==> src/rtl/uart_baud_gen.sv <==
// uart_baud_gen: programmable baud-rate generator for the UART.
//
// Produces an oversampled RX tick with phase index, a mid-bit RX sample
// strobe, an RX end-of-bit strobe and a TX bit tick from one divisor.
// The divisor is written low byte first into a shadow register; the high-byte
// write commits the full value (clamped to MIN_DIV) and reloads both counters.
//
// Ports:
//   clk, rst_n   system clock, asynchronous active-low reset
//   baud_we      register write strobe (one cycle)
//   baud_wsel    0 = low byte (shadow), 1 = high byte (commit)
//   baud_wdata   write data
//   rx_en        RX timing enable
//   rx_restart   start-bit edge; realigns RX phase
//   tx_en        TX timing enable
//   div_q        active divisor (readback)
//   rx_tick      oversample tick
//   rx_phase     oversample index within the current RX bit
//   rx_sample    mid-bit sample strobe
//   rx_bit_end   end-of-bit strobe
//   tx_tick      TX bit-boundary tick
module uart_baud_gen #(
  parameter int unsigned DIV_WIDTH   = 16,
  parameter int unsigned OS_LOG2     = 4,
  parameter int unsigned DEFAULT_DIV = 325,
  parameter int unsigned MIN_DIV     = 1
) (
  input  logic                 clk,
  input  logic                 rst_n,
  input  logic                 baud_we,
  input  logic                 baud_wsel,
  input  logic [7:0]           baud_wdata,
  input  logic                 rx_en,
  input  logic                 rx_restart,
  input  logic                 tx_en,
  output logic [DIV_WIDTH-1:0] div_q,
  output logic                 rx_tick,
  output logic [OS_LOG2-1:0]   rx_phase,
  output logic                 rx_sample,
  output logic                 rx_bit_end,
  output logic                 tx_tick
);

  localparam int unsigned TxWidth = DIV_WIDTH + OS_LOG2;
  localparam int unsigned Os      = 2 ** OS_LOG2;

  localparam logic [DIV_WIDTH-1:0] DivRst    = DIV_WIDTH'(DEFAULT_DIV);
  localparam logic [DIV_WIDTH-1:0] DivMin    = DIV_WIDTH'(MIN_DIV);
  localparam logic [7:0]           ShadowRst = 8'(DEFAULT_DIV);
  localparam logic [TxWidth-1:0]   TxRst     = {DivRst, {OS_LOG2{1'b1}}};
  localparam logic [OS_LOG2-1:0]   PhaseMid  = OS_LOG2'(Os / 2 - 1);
  localparam logic [OS_LOG2-1:0]   PhaseLast = OS_LOG2'(Os - 1);

  // (div+1)*OS-1 is just div with OS_LOG2 ones appended; cannot overflow.
  function automatic logic [TxWidth-1:0] tx_reload(input logic [DIV_WIDTH-1:0] div);
    return {div, {OS_LOG2{1'b1}}};
  endfunction

  logic [7:0]           shadow_q, shadow_d;
  logic [DIV_WIDTH-1:0] div_d;
  logic [DIV_WIDTH-1:0] rx_cnt_q, rx_cnt_d;
  logic [TxWidth-1:0]   tx_cnt_q, tx_cnt_d;
  logic [OS_LOG2-1:0]   rx_phase_d;
  logic                 rx_tick_d, rx_sample_d, rx_bit_end_d, tx_tick_d;
  // Previous-cycle enables: the first enabled edge (including the first edge
  // after reset release) loads the counter rather than counting.
  logic                 rx_en_q, tx_en_q;

  logic                 commit;
  logic [DIV_WIDTH-1:0] commit_raw;
  logic [DIV_WIDTH-1:0] commit_div;

  assign commit     = baud_we && baud_wsel;
  assign commit_raw = {baud_wdata[DIV_WIDTH-9:0], shadow_q};
  assign commit_div = (commit_raw < DivMin) ? DivMin : commit_raw;

  always_comb begin
    shadow_d     = shadow_q;
    div_d        = div_q;
    rx_cnt_d     = rx_cnt_q;
    tx_cnt_d     = tx_cnt_q;
    rx_phase_d   = rx_phase;
    rx_tick_d    = 1'b0;
    rx_sample_d  = 1'b0;
    rx_bit_end_d = 1'b0;
    tx_tick_d    = 1'b0;

    if (baud_we && !baud_wsel) begin
      shadow_d = baud_wdata;
    end

    if (commit) begin
      // Commit wins over restart and drops any tick due this cycle.
      div_d      = commit_div;
      rx_cnt_d   = commit_div;
      rx_phase_d = '0;
      tx_cnt_d   = tx_reload(commit_div);
    end else begin
      if (!rx_en || !rx_en_q || rx_restart) begin
        rx_cnt_d   = div_q;
        rx_phase_d = '0;
      end else if (rx_cnt_q == '0) begin
        rx_cnt_d     = div_q;
        rx_tick_d    = 1'b1;
        rx_sample_d  = (rx_phase == PhaseMid);
        rx_bit_end_d = (rx_phase == PhaseLast);
        rx_phase_d   = rx_phase + OS_LOG2'(1);
      end else begin
        rx_cnt_d = rx_cnt_q - DIV_WIDTH'(1);
      end

      if (!tx_en || !tx_en_q) begin
        tx_cnt_d = tx_reload(div_q);
      end else if (tx_cnt_q == '0) begin
        tx_cnt_d  = tx_reload(div_q);
        tx_tick_d = 1'b1;
      end else begin
        tx_cnt_d = tx_cnt_q - TxWidth'(1);
      end
    end
  end

  always_ff @(posedge clk or negedge rst_n) begin
    if (!rst_n) begin
      shadow_q   <= ShadowRst;
      div_q      <= DivRst;
      rx_cnt_q   <= DivRst;
      tx_cnt_q   <= TxRst;
      rx_phase   <= '0;
      rx_en_q    <= 1'b0;
      tx_en_q    <= 1'b0;
      rx_tick    <= 1'b0;
      rx_sample  <= 1'b0;
      rx_bit_end <= 1'b0;
      tx_tick    <= 1'b0;
    end else begin
      shadow_q   <= shadow_d;
      div_q      <= div_d;
      rx_cnt_q   <= rx_cnt_d;
      tx_cnt_q   <= tx_cnt_d;
      rx_phase   <= rx_phase_d;
      rx_en_q    <= rx_en;
      tx_en_q    <= tx_en;
      rx_tick    <= rx_tick_d;
      rx_sample  <= rx_sample_d;
      rx_bit_end <= rx_bit_end_d;
      tx_tick    <= tx_tick_d;
    end
  end

endmodule

==> config.mk <==
export PLATFORM = sky130hd
export DESIGN_NAME = uart_baud_gen
export DESIGN_NICKNAME = d
export VERILOG_FILES = /design/src/rtl/uart_baud_gen.sv
export SDC_FILE = /design/constraint.sdc
export NUM_CORES = 1
export LEC_CHECK = 0
export ABC_AREA = 1
export CAP_MARGIN = 20
export CORE_ASPECT_RATIO = 1.75
export CORE_UTILIZATION = 55
export DETAILED_ROUTE_END_ITERATION = 8
export PLACE_DENSITY = 0.88
export SLEW_MARGIN = 20
export SYNTH_ARGS = -nofsm -noshare
export SYNTH_HDL_FRONTEND = slang
export SYNTH_SLANG_ARGS = --single-unit
export TNS_END_PERCENT = 50
==> constraint.sdc <==
create_clock -name clk -period 4.5 [get_ports clk]
set_input_delay 1.35 -clock clk [delete_from_list [all_inputs] [get_ports clk]]
set_output_delay 1.35 -clock clk [all_outputs]
set_load 0.01 [all_outputs]
==> results.cfg, run 1 <==
[clocking]
ctsResizeCount = 0
cts_sinks = 70
path_clk_slew_ns = 0.05
cts_hold_buf = 0
htreeDepth = 3
cts_tree = built
numCtsBuffers = 9
post_cts_buffers = 0
cts_buffer_depth = 2
root_buffer = clkbuf_16
insertion_delay_ns = 0.33

[sta]
finalMaxSlewViolations = 0
min_period_ns = 2.97
rsz0062_at_grt = false
hold_violations = 0
worstMarginPinSlew_ns = 0.669
fin_crit_sh = 0.659
slew_headroom = 0.549
finClkSkew_ns = 0.00407
fmax_mhz = 337
tns_ns = 0
setup_viol = 0

[critical_path]
cpMostUsedCell = nand2_1
worst_ep_arrival_time_ns = 3.24
crit_path_end_kind = flip-flop
criticalPathCategory = in -> reg
cpPeakStageDelay_ns = 0.53
critPathRequiredTime_ns = 4.77
crit_chain = clkdlybuf4s50_1 > nand2_4 > inv_2 > nand2_1 > o21ai_1 > inv_1 > nand2_1 > nand2_1 > inv_1
crit_path_top_delay_cell = clkdlybuf4s50_1
cp_max_fo = 27
reg2reg_slack_ns = 2.69
cp-start-kind = input port

[logic_synthesis]
ys_seq_area_frac = 0.436
synthDistinctLibCells = 34
synthCells = 512
synth_edf_count = 0
ys_warn_count = 0
syn_nets = 532
ys_ff_latch = 70
async_flop_share = 1.00
synth_ff_type = dfrtp_1
synth_area_um2 = 4070
syn_avg_cell_area_um2 = 7.95

[floorplanning]
io_pins = 39
rows = 41
die_area_um2 = 7760
die_y_um = 116
initial_core_util = 0.567
core_um2 = 7180
die_x_um = 67.0

[route]
first_pass_iters = 4
wire_per_inst_um = 15.9
drc = 0
ant_nets = 0
drt_iter0_drc = 184
dr_total_vias = 3610
finalWirelength_um = 10200
viasPerCell = 5.61

[layout]
drive_gt1_frac = 0.190
diodes = 0
final_core_util = 0.667
synthToLayoutAreaGrowth_pct = 17.6
final_nets = 573
design_area_um2 = 4790

[placement]
placed_area_um2 = 4490
place.gp.congestion = 0.921
port-buffer-count = 38
dpl.hpwl_um = 7630

[global_route]
grt_pass1_vias = 3632
track_usage = 0.296
grt_first_pass_wirelength_um = 16800
antenna_found_initial = 0
grt_max_degree = 47
grt_overflow = 0

[power_and_ir_drop]
powerDensity_nw_per_um2 = 406
peakVddDrop_mv = 0.264
p_leak_nw = 2.25

[status]
status = finished, final reports clean

[worst_hold_path]
hp-class = reg -> reg

[flow_run]
drv_cap = 0
path summary, 6_finish.rpt:
check | start | cells past startpoint | end
worst max-delay path | baud_we | 9 | tx_cnt_q[5]
worst min-delay path | tx_cnt_q[0] | 1 | tx_cnt_q[0]
worst max register to register | tx_cnt_q[0] | 10 | tx_cnt_q[11]
worst min register to register | tx_cnt_q[0] | 1 | tx_cnt_q[0]
max in group asynchronous | rst_n | 2 | rx_cnt_q[13]
min in group asynchronous | rst_n | 1 | tx_tick
cells by family (layout without fill, tap and decap cells):
kind of cell / count (synthesis) / count (layout) / synth area share
AND/OR/NAND/NOR: 281 / 281 / 0.354
AO/OA/AOI/OAI: 55 / 55 / 0.0735
adder cells (fa/ha/maj): 5 / 5 / 0.0154
flip-flops: 70 / 70 / 0.436
buffers and inverters: 87 / 133 / 0.0904
XOR/XNOR: 14 / 14 / 0.0301
per-stage QoR:
step           instances  total power [W]  setup WS [ns]  hold slack (ns)
4_1_cts              644          0.00195           1.57            0.457
6_report             644          0.00195           1.53            0.455
2_1_floorplan        512          0.00108           2.27            0.428
5_1_grt              644          0.00203           1.39            0.467
3_5_place_dp         628          0.00123           1.24            0.444
3_3_place_gp         628          0.00122           1.25            0.439
layout by cell type (no fill, tap or decap), types with 7 or more instances in the layout:
cell type	instances
nand2_2	10
inv_2	9
dfrtp_1	51
xor2_1	7
clkbuf_16	9
nor2_2	18
clkdlybuf4s50_1	37
a21oi_1	7
nand3_2	7
nor2_4	12
nand3_1	37
nor2_1	62
nand2_1	109
xnor2_1	7
inv_1	69
nand4_1	9
o21ai_1	19
o21ai_0	22
dfstp_2	19
synthesized netlist by cell type, types with 9 or more instances:
library cell  instances  area (µm²)
inv_1                69         259
o21ai_1              19        95.1
nand4_1               9        56.3
nor2_1               62         233
inv_2                 9        33.8
nor2_4               12         135
dfstp_2              19         499
dfrtp_1              51        1280
nand2_2              10        62.6
o21ai_0              22         110
nand2_1             109         409
nand3_1              37         185
nor2_2               18         113
layer usage:
metal	wire [µm]	share of wire	vias to the layer above	GRT usage
li1	-	-	1688	-
met1	3600	0.35	1717	0.302
met2	5580	0.55	158	0.515
met3	533	0.052	47	0.0659
met4	505	0.049	0	0.209
met5	0	0	-	0
sequential cells by signal (all words and copies together), names as in the netlist:
signal / cells
rx_en_q: 1
rx_sample: 1
tx_cnt_q: 20
shadow_q: 8
div_q: 16
tx_en_q: 1
rx_cnt_q: 16
tx_tick: 1
rx_tick: 1
rx_bit_end: 1
rx_phase: 4
area by class of cell:
class	instances	area, µm²
Fill cell	596	2390
Multi-Input combinational cell	355	1930
Sequential cell	70	1780
Timing Repair Buffer	39	383
Inverter	78	293
Clock buffer	13	260
Tap cell	86	108
Clock inverter	3	42.5
worst max-delay path: cells and delay by family:
kind	cells	cell delay, ns
AO/OA/AOI/OAI	1	0.24
buffers and inverters	4	1.09
AND/OR/NAND/NOR	4	0.55
where the power goes:
part | switching (W) | internal, W | total [W]
Sequential | 0.0000765 | 0.000724 | 0.000801
Combinational | 0.000268 | 0.000165 | 0.000432
Clock | 0.000254 | 0.000458 | 0.000712
Power figures use the tool's default switching activity.
==> run 2, diff against run 1 <==
- CORE_UTILIZATION: 55 -> 52
- PLACE_DENSITY: 0.88 -> 0.87
- clock period: 4.5 -> 2.7 ns (I/O delays scaled with it)
==> run 2 against run 1 <==
  * First-iteration DRC count fell by 1.1%
  * Worst setup slack got worse by 1.1 ns
  * Largest power group is now clock
  * Largest cell class unchanged
  * Clock-buffer cell count fell by 1
  * Critical path depth fell by 8
  * Clock skew rose by 0.0031 ns
==> results.cfg, run 2 (synthesis results as in run 1) <==
[layout]
drive_gt1_frac = 0.200
final_nets = 580
final_cell_mix = 109 x nand2_1, 69 x inv_1, 62 x nor2_1
fin_cells = 653
diodes = 0
top_register = tx_cnt_q
reg.largest.list = tx_cnt_q: 20 flops, div_q: 16 flops, rx_cnt_q: 16 flops
largest_reg_flops = 20
num-fill-cells = 621
final_core_util = 0.647
synthToLayoutAreaGrowth_pct = 20.3
final_common_cell = nand2_1

[power_and_ir_drop]
peakVddDrop_mv = 0.469
power.total_w = 0.00342
p_leak_nw = 2.31
powerDensity_nw_per_um2 = 698

[placement]
dpl.hpwl_um = 7650
place_inst = 637
dpl_worst_slack_ns = 0.277
place.gp.congestion = 0.918
port-buffer-count = 38

[sta]
postLayoutSetupSlackWorst_ns = 0.456
setup_viol = 0
rsz0062_at_grt = false
finClkSkew_ns = 0.00721
hold_violations = 0
finalMaxSlewViolations = 0
fmax_mhz = 446
slew_headroom = 0.640
fin_crit_sh = 0.831
worstMarginPinSlew_ns = 0.536
min_period_ns = 2.24
tns_ns = 0

[floorplanning]
die_x_um = 68.9
die_y_um = 119
initial_core_util = 0.538
io_pins = 39
rows = 42
die_area_um2 = 8200
core_um2 = 7570

[global_route]
track_usage = 0.275
grtUsageMet3 = 0.0632
grt_max_degree = 71
antenna_found_initial = 0
grt_overflow = 0
grt_first_pass_wirelength_um = 16300
use_met1 = 0.292
busiest_layer = met2
grt_pass1_vias = 3562
grt_util_met2 = 0.460

[clocking]
root_buffer = clkbuf_16
insertion_delay_ns = 0.34
post_cts_buffers = 0
cts_tree = built
cts_sinks = 70
numCtsBuffers = 9
cts_hold_buf = 0
cts_buffer_depth = 2
ctsResizeCount = 0
path_clk_slew_ns = 0.05
htreeDepth = 3

[critical_path]
crit_path_top_delay_cell = dfstp_2
crit_chain = clkdlybuf4s50_1
worst_ep_arrival_time_ns = 1.43
crit_start = div_q[6]
cp-start-kind = flip-flop
criticalPathCategory = reg -> out
crit_path_end_kind = output pin
r2r_start = rx_cnt_q[0]
cpPeakStageDelay_ns = 0.56
crit_family = flip-flops
critPathRequiredTime_ns = 1.89
crit_buf_inv = 1
cp_max_fo = 3

[route]
finalWirelength_um = 10200
viasPerCell = 5.45
first_pass_iters = 4
drc = 0
ant_nets = 0
dr_total_vias = 3560
wire_per_inst_um = 15.7
drt_iter0_drc = 182

[flow_run]
drv_cap = 0

[status]
status = finished, final reports clean

[worst_hold_path]
hp-class = reg -> reg
min-delay-start = tx_cnt_q[0]
[run 2: cell count changes in the layout (fill, tap and decap cells not counted)]
cell | previous run | this run
buf_4 | 1 | 7
bufinv_16 | 1 | 3
buf_12 | 0 | 1
clkbuf_8 | 2 | 1
clkinvlp_4 | 1 | 0
[run 2: cell type report]
type                            instances  area [µm²]  share of cell area
Timing Repair Buffer                   46         448              0.0915
Clock inverter                          4        95.1              0.0194
Multi-Input combinational cell        355        1930               0.394
Tap cell                               88         110              0.0225
Inverter                               78         293              0.0598
Sequential cell                        70        1780               0.363
Clock buffer                           12         246              0.0504
[run 2: final timing paths]
kind,endpoint,slack [ns],cells after the start
max,div_q[6],0.46,1
min,tx_cnt_q[0],0.45,1
max reg2reg,rx_cnt_q[14],0.89,8
min reg2reg,tx_cnt_q[0],0.45,1
max in group asynchronous,div_q[2],1.88,2
min in group asynchronous,div_q[10],0.47,2
[run 2: where the power goes]
part           total, W  internal [W]  switching (W)
Sequential      0.00134       0.00121       0.000130
Combinational  0.000733      0.000286       0.000448
Clock           0.00135      0.000925       0.000423
[run 2: routing by layer]
layer / share of wire / wire length, µm
met2: 0.53 / 5450
met1: 0.36 / 3720
met3: 0.044 / 446
met5: 0 / 0
met4: 0.060 / 616
[run 2: per-stage QoR]
stage	hold slack [ns]	area [µm²]
finish	0.450	4890
global route	0.456	4890
CTS	0.453	4890
detailed placement	0.440	4550
global placement	0.438	4550
floorplan	0.428	4070
